[config.mk]
export PLATFORM = sky130hd
export DESIGN_NAME = multicycle_controller
export DESIGN_NICKNAME = d
export VERILOG_FILES = /design/src/rtl/multicycle_controller.sv
export SDC_FILE = /design/constraint.sdc
export NUM_CORES = 1
export LEC_CHECK = 0
export CAP_MARGIN = 25
export CORE_MARGIN = 3
export CORE_UTILIZATION = 25
export DETAILED_ROUTE_END_ITERATION = 10
export GPL_ROUTABILITY_DRIVEN = 0
export PLACE_DENSITY = 0.63
export SYNTH_ARGS = -nofsm -noshare
export SYNTH_HDL_FRONTEND = slang
export SYNTH_SLANG_ARGS = --single-unit
[constraint.sdc]
create_clock -name clk -period 2.7 [get_ports clk]
set_input_delay 0.54 -clock clk [delete_from_list [all_inputs] [get_ports clk]]
set_output_delay 0.54 -clock clk [all_outputs]
set_load 0.05 [all_outputs]
[src/rtl/multicycle_controller.sv]
// multicycle_controller
//
// Control unit for a multicycle RV32I datapath. A Moore FSM steps each instruction through
// FETCH/DECODE/EXECUTE/MEM/WB, sharing one ALU and one unified memory. It adds a memory-ready
// handshake with wait states, a sticky illegal-opcode trap and a retired-instruction counter.
//
// Configuration macro:
//   RV_PERF_CNT_EN  defined   -> instret counts retired instructions (wraps modulo 2^CNT_W)
//                   undefined -> counter logic removed, instret tied to 0 (port kept)
//
// Parameters:
//   CNT_W      width of the retired-instruction counter
//   HANDSHAKE  1: memory states wait for mem_ready; 0: memory is single-cycle, mem_ready ignored
//
// Ports:
//   clk, reset   rising-edge clock, asynchronous active-high reset
//   op           opcode from the instruction register
//   zero         ALU zero flag (branch resolution)
//   mem_ready    memory access completes this cycle
//   pc_write     PC enable = pc_update | (branch & zero)
//   adr_src      memory address select (0 PC, 1 ALU result register)
//   mem_read     memory read request
//   mem_write    memory write strobe
//   ir_write     instruction register / old-PC enable
//   reg_write    register file write enable
//   result_src   result mux (00 ALUOut, 01 Data, 10 ALUResult)
//   alu_src_a    ALU A mux (00 PC, 01 OldPC, 10 rs1)
//   alu_src_b    ALU B mux (00 rs2, 01 imm, 10 constant 4)
//   alu_op       ALU operation (00 add, 01 sub, 10 R-type funct, 11 I-type funct)
//   imm_src      immediate type from op (00 I, 01 S, 10 B, 11 J; 00 when unknown)
//   illegal_op   sticky trap flag, cleared only by reset
//   instret      retired-instruction count
//   state_dbg    current state encoding

module multicycle_controller #(
  parameter int unsigned CNT_W     = 32,
  parameter int unsigned HANDSHAKE = 1
) (
  input  logic             clk,
  input  logic             reset,
  input  logic [6:0]       op,
  input  logic             zero,
  input  logic             mem_ready,
  output logic             pc_write,
  output logic             adr_src,
  output logic             mem_read,
  output logic             mem_write,
  output logic             ir_write,
  output logic             reg_write,
  output logic [1:0]       result_src,
  output logic [1:0]       alu_src_a,
  output logic [1:0]       alu_src_b,
  output logic [1:0]       alu_op,
  output logic [1:0]       imm_src,
  output logic             illegal_op,
  output logic [CNT_W-1:0] instret,
  output logic [3:0]       state_dbg
);

  localparam logic [6:0] OpLw   = 7'b0000011;
  localparam logic [6:0] OpSw   = 7'b0100011;
  localparam logic [6:0] OpRtyp = 7'b0110011;
  localparam logic [6:0] OpItyp = 7'b0010011;
  localparam logic [6:0] OpJal  = 7'b1101111;
  localparam logic [6:0] OpBeq  = 7'b1100011;

  typedef enum logic [3:0] {
    StFetch    = 4'd0,
    StDecode   = 4'd1,
    StMemAdr   = 4'd2,
    StMemRead  = 4'd3,
    StMemWb    = 4'd4,
    StMemWrite = 4'd5,
    StExecR    = 4'd6,
    StExecI    = 4'd7,
    StJal      = 4'd8,
    StAluWb    = 4'd9,
    StBeq      = 4'd10,
    StTrap     = 4'd11
  } state_e;

  state_e state_q, state_d;
  logic   illegal_op_q, illegal_op_d;

  // Memory completion as seen by the FSM; without the handshake every access is one cycle.
  logic mem_rdy;
  assign mem_rdy = (HANDSHAKE != 0) ? mem_ready : 1'b1;

  // Raw (ungated) enables produced by the state decode.
  logic pc_update;
  logic branch;
  logic mem_read_c;
  logic mem_write_c;
  logic ir_write_c;
  logic reg_write_c;

  // ---------------------------------------------------------------------------------------------
  // State register and sticky trap flag
  // ---------------------------------------------------------------------------------------------
  always_ff @(posedge clk or posedge reset) begin
    if (reset) begin
      state_q      <= StFetch;
      illegal_op_q <= 1'b0;
    end else begin
      state_q      <= state_d;
      illegal_op_q <= illegal_op_d;
    end
  end

  // Flag rises on the same edge that enters TRAP and never falls until reset.
  always_comb begin
    illegal_op_d = illegal_op_q | (state_d == StTrap);
  end

  // ---------------------------------------------------------------------------------------------
  // Next-state and Moore outputs
  // ---------------------------------------------------------------------------------------------
  always_comb begin
    state_d     = state_q;
    pc_update   = 1'b0;
    branch      = 1'b0;
    mem_read_c  = 1'b0;
    mem_write_c = 1'b0;
    ir_write_c  = 1'b0;
    reg_write_c = 1'b0;
    adr_src     = 1'b0;
    result_src  = 2'b00;
    alu_src_a   = 2'b00;
    alu_src_b   = 2'b00;
    alu_op      = 2'b00;

    unique case (state_q)
      StFetch: begin
        // PC + 4 computed on the ALU while the instruction is read.
        mem_read_c = 1'b1;
        alu_src_b  = 2'b10;
        result_src = 2'b10;
        if (mem_rdy) begin
          ir_write_c = 1'b1;
          pc_update  = 1'b1;
          state_d    = StDecode;
        end
      end
      StDecode: begin
        // OldPC + imm: branch/jump target precomputed into ALUOut.
        alu_src_a = 2'b01;
        alu_src_b = 2'b01;
        case (op)
          OpLw, OpSw: state_d = StMemAdr;
          OpRtyp:     state_d = StExecR;
          OpItyp:     state_d = StExecI;
          OpJal:      state_d = StJal;
          OpBeq:      state_d = StBeq;
          default:    state_d = StTrap;
        endcase
      end
      StMemAdr: begin
        alu_src_a = 2'b10;
        alu_src_b = 2'b01;
        state_d   = (op == OpSw) ? StMemWrite : StMemRead;
      end
      StMemRead: begin
        adr_src    = 1'b1;
        mem_read_c = 1'b1;
        if (mem_rdy) begin
          state_d = StMemWb;
        end
      end
      StMemWb: begin
        result_src  = 2'b01;
        reg_write_c = 1'b1;
        state_d     = StFetch;
      end
      StMemWrite: begin
        adr_src     = 1'b1;
        mem_write_c = 1'b1;
        if (mem_rdy) begin
          state_d = StFetch;
        end
      end
      StExecR: begin
        alu_src_a = 2'b10;
        alu_op    = 2'b10;
        state_d   = StAluWb;
      end
      StExecI: begin
        alu_src_a = 2'b10;
        alu_src_b = 2'b01;
        alu_op    = 2'b11;
        state_d   = StAluWb;
      end
      StJal: begin
        // Link value OldPC + 4 on the ALU; target already sits in ALUOut.
        alu_src_a = 2'b01;
        alu_src_b = 2'b10;
        pc_update = 1'b1;
        state_d   = StAluWb;
      end
      StAluWb: begin
        reg_write_c = 1'b1;
        state_d     = StFetch;
      end
      StBeq: begin
        alu_src_a = 2'b10;
        alu_op    = 2'b01;
        branch    = 1'b1;
        state_d   = StFetch;
      end
      StTrap: begin
        state_d = StTrap;
      end
      default: begin
        state_d = StFetch;
      end
    endcase
  end

  // Enables and strobes are forced low for as long as reset is held.
  always_comb begin
    pc_write  = ~reset & (pc_update | (branch & zero));
    mem_read  = ~reset & mem_read_c;
    mem_write = ~reset & mem_write_c;
    ir_write  = ~reset & ir_write_c;
    reg_write = ~reset & reg_write_c;
  end

  // ---------------------------------------------------------------------------------------------
  // Immediate type, decoded straight from the opcode
  // ---------------------------------------------------------------------------------------------
  always_comb begin
    case (op)
      OpSw:    imm_src = 2'b01;
      OpBeq:   imm_src = 2'b10;
      OpJal:   imm_src = 2'b11;
      default: imm_src = 2'b00;
    endcase
  end

  assign illegal_op = illegal_op_q;
  assign state_dbg  = state_q;

  // ---------------------------------------------------------------------------------------------
  // Retired-instruction counter
  // ---------------------------------------------------------------------------------------------
`ifdef RV_PERF_CNT_EN
  logic [CNT_W-1:0] instret_q, instret_d;
  logic             retire;

  // An instruction retires on its final cycle, i.e. the one that returns to FETCH.
  always_comb begin
    retire = (state_q == StMemWb) || (state_q == StAluWb) || (state_q == StBeq) ||
             ((state_q == StMemWrite) && mem_rdy);
    instret_d = retire ? (instret_q + CNT_W'(1)) : instret_q;
  end

  always_ff @(posedge clk or posedge reset) begin
    if (reset) begin
      instret_q <= '0;
    end else begin
      instret_q <= instret_d;
    end
  end

  assign instret = instret_q;
`else
  assign instret = '0;
`endif

endmodule

==> results by group <==
Place
  • Post-DP Area: 0.001114 mm²
  • Port Buf Inserts: 31
  • Final HPWL from detailed placement: 1663 µm
  • Post-Place Setup Slack: around 0.23 ns
  • Post-placement cell count: 180

Power and ir drop
  • Total power: about 1.5 mW
  • Gate power share: between 80 and 90%
  • P per Cell Area: 1280 mW/mm²
  • Sw Pwr: 0.8977 mW
  • Sequential share of power: 11.1%
  • P_leak: roughly 0.50 nW
  • Sw frac: 61.54%
  • Worst VDD drop: 0.0004610 V
  • Clock power frac: 6.3%
  • Cell-internal power: 0.5610 mW

Worst setup path
  • Crit-path cells: clkdlybuf4s50_1, nand2_1, a2111oi_2, buf_12
  • Total stage count of the critical path: 4
  • CP max stage delay: about 0.60 ns
  • Worst R2R Start: state_dbg[0]$_DFF_PP0_
  • Crit. End Element: output pin
  • Max stage delay cell, worst path: clkdlybuf4s50_1
  • Critical Path RT: about 2.2 ns
  • FF-to-FF End: illegal_op$_DFF_PP0_
  • Setup crit start: mem_ready
  • CP delay by family, top: buffers and inverters
  • Startpoint Class: primary input
  • Worst path bufs/invs: 2
  • Worst Path Max Fanout: 8
  • Critical path destination: pc_write
  • R2R depth: 6
  • Setup Crit Path Kind: primary input to output pin
  • WP data arrival: 1.92 ns
  • Worst R2R Setup Slack: 1.01 ns

STA
  • Max_slew headroom: between 60 and 70%
  • Max Freq: approximately 410 MHz
  • Final Slew Violations: 0
  • Final hold slack: 0.4787 ns
  • Fin crit share: 91.07%
  • Final hold vios: 0
  • Worst setup margin: 0.2411 ns
  • Final min period: 2.459 ns
  • Clock skew: 0.007110 ns
  • Setup violators final: 0
  • RSZ-0062 raised after global routing: false
  • Setup TNS Final: 0 ns
  • Worst-Margin Slew: 0.5302 ns

Status
  • Outcome: completed

Detailed routing
  • DR vias/cell: 4.234
  • Wire per inst: 11.22 µm
  • Vias: around 780
  • Final wirelength: 2065 µm
  • First-pass iteration count of the detailed router: 5
  • Antenna-violating nets left: 0
  • Initial DRC Count: 21
  • Residual DRC: 0

Die
  • Chip height: 62.55 µm
  • Starting Density: 27.57%
  • I/O pin count: 64
  • DIE AREA: 0.003913 mm²
  • Die width: 62.55 µm
  • Core Region: roughly 0.0029 mm²
  • Row cnt: 19

Global routing
  • Vias in the first global route: a little under 700
  • Gr ovfl total: 0
  • GRT Resource Usage Total: 10.20%
  • First-pass GRT wire length: about 3200 µm
  • Antenna violations before repair: 0
  • Largest net degree at the start of global routing: 18

Clock network
  • CTS Hold Bufs: 0
  • CTS tree: done
  • Resized cells post-CTS: 0
  • CTS Buf Count: 3
  • Post CTS Setup Buffer Count: 0
  • Clk root buf: clkbuf_4
  • Max H-tree Level: 1
  • Clock Sink Count: 5
  • Clock transition at path regs: 0.05 ns
  • Clock Latency Late Sink: 0.26 ns
  • Clock Tree Buf Depth: 2

Synth
  • Post-synthesis cell count: 110
  • Top post-synthesis cells by area: buf_4 32%, dfrtp_1 16%, nor3_1 4.4%
  • Syn Area/Cell: 7.268 µm²
  • Netlist cell types: 35
  • Synthesis warning total: 0
  • Post-synth top area share: 31.92%
  • #FFs+latches synth: 5
  • Dominant cell type by area after synthesis: buf_4
  • Sequential-to-total area share from yosys stat: between 10% and 20%
  • Post-Syn Area: 799.5 µm²

Final layout
  • Layout cells sized above 1: 20.42%
  • Post-route core utilization: about 40%
  • Diode count: 0
  • Most frequent cells in the layout: 32 x conb_1, 17 x clkdlybuf4s50_1, 9 x nand2_1, 9 x buf_4, 8 x buf_12
  • Leading cell type in the layout, fill and taps excluded: conb_1
  • Nets: around 150
  • Non-filler cells, final: approximately 180
  • Post-route cell area: 0.001140 mm²
  • Area growth from synthesis to layout: 42.57%

Job
  • Max-cap violations: 0

Hold path
  • Min-delay worst type: flop to flop
cells by family (layout without fill, tap and decap cells):
| family | count (synthesis) | in the layout | synth area share, % |
|---|---|---|---|
| xor+xnor | 3 | 3 | 3.287 |
| simple gates | 43 | 43 | 28.80 |
| flops | 5 | 5 | 15.65 |
| buf+inv | 40 | 41 | 35.05 |
| compound gates | 17 | 17 | 15.49 |
| mux | 1 | 1 | 1.252 |
| other cells | 1 | 32 | 0.4690 |
Yosys cell counts, drive strengths merged:
library cell,number
a2111oi,1
a211o,1
a211oi,1
a21o,1
a21oi,4
a22oi,1
a311oi,1
a31o,1
a31oi,1
buf,36
clkbuf,1
conb,1
dfrtp,5
inv,3
mux2i,1
nand2,9
nand2b,2
nand3,6
nand3b,1
nand4bb,1
nor2,7
nor2b,3
nor3,8
nor3b,1
nor4,4
o211ai,1
o21ai,3
o22ai,1
or3,1
xnor2,2
xor2,1
area by class of cell:
cell class	count	area [µm²]
fillers	317	1760
flip-flops and latches	5	125.1
inverters	3	11.26
repair buffers	34	397.9
clock buffers	4	26.28
well taps	42	52.55
multi-input cells	96	526.8
state kept, by name (all words and copies together) (netlist names):
name	count
illegal_op	1
state_dbg	4
layer usage:
metal / share of wire [%] / global-route usage [%]
met5: 0 / 0
met1: 37 / 11.80
met4: 1.5 / 4.132
met2: 48 / 17.58
met3: 13 / 2.878
power by group through the flow:
stage | Combinational, mW | Sequential, mW | Clock [mW]
floorplan | 0.807 | 0.224 | 0
global placement | 1.20 | 0.163 | 0
detailed placement | 1.20 | 0.164 | 0
CTS | 1.21 | 0.164 | 0.0939
global route | 1.28 | 0.169 | 0.0977
finish | 1.21 | 0.162 | 0.0913
how the worst min path moves through the flow:
stage | cells past startpoint | endpoint | start | slack [ns]
floorplan | 1 | illegal_op$_DFF_PP0_ | reset | 0.32
global placement | 1 | illegal_op$_DFF_PP0_ | illegal_op$_DFF_PP0_ | 0.47
detailed placement | 1 | illegal_op$_DFF_PP0_ | illegal_op$_DFF_PP0_ | 0.47
CTS | 1 | illegal_op$_DFF_PP0_ | illegal_op$_DFF_PP0_ | 0.48
global route | 1 | illegal_op$_DFF_PP0_ | illegal_op$_DFF_PP0_ | 0.50
finish | 1 | illegal_op$_DFF_PP0_ | illegal_op$_DFF_PP0_ | 0.48
worst reg2reg max path: stages (launching register included):
cell and delay (ns):
dfrtp_1 0.47, buf_4 0.23, xor2_1 0.19, nor3_1 0.10
a311oi_2 0.25, o211ai_2 0.13, a31o_1 0.23
Note: power is estimated with default switching activity, not from simulation.
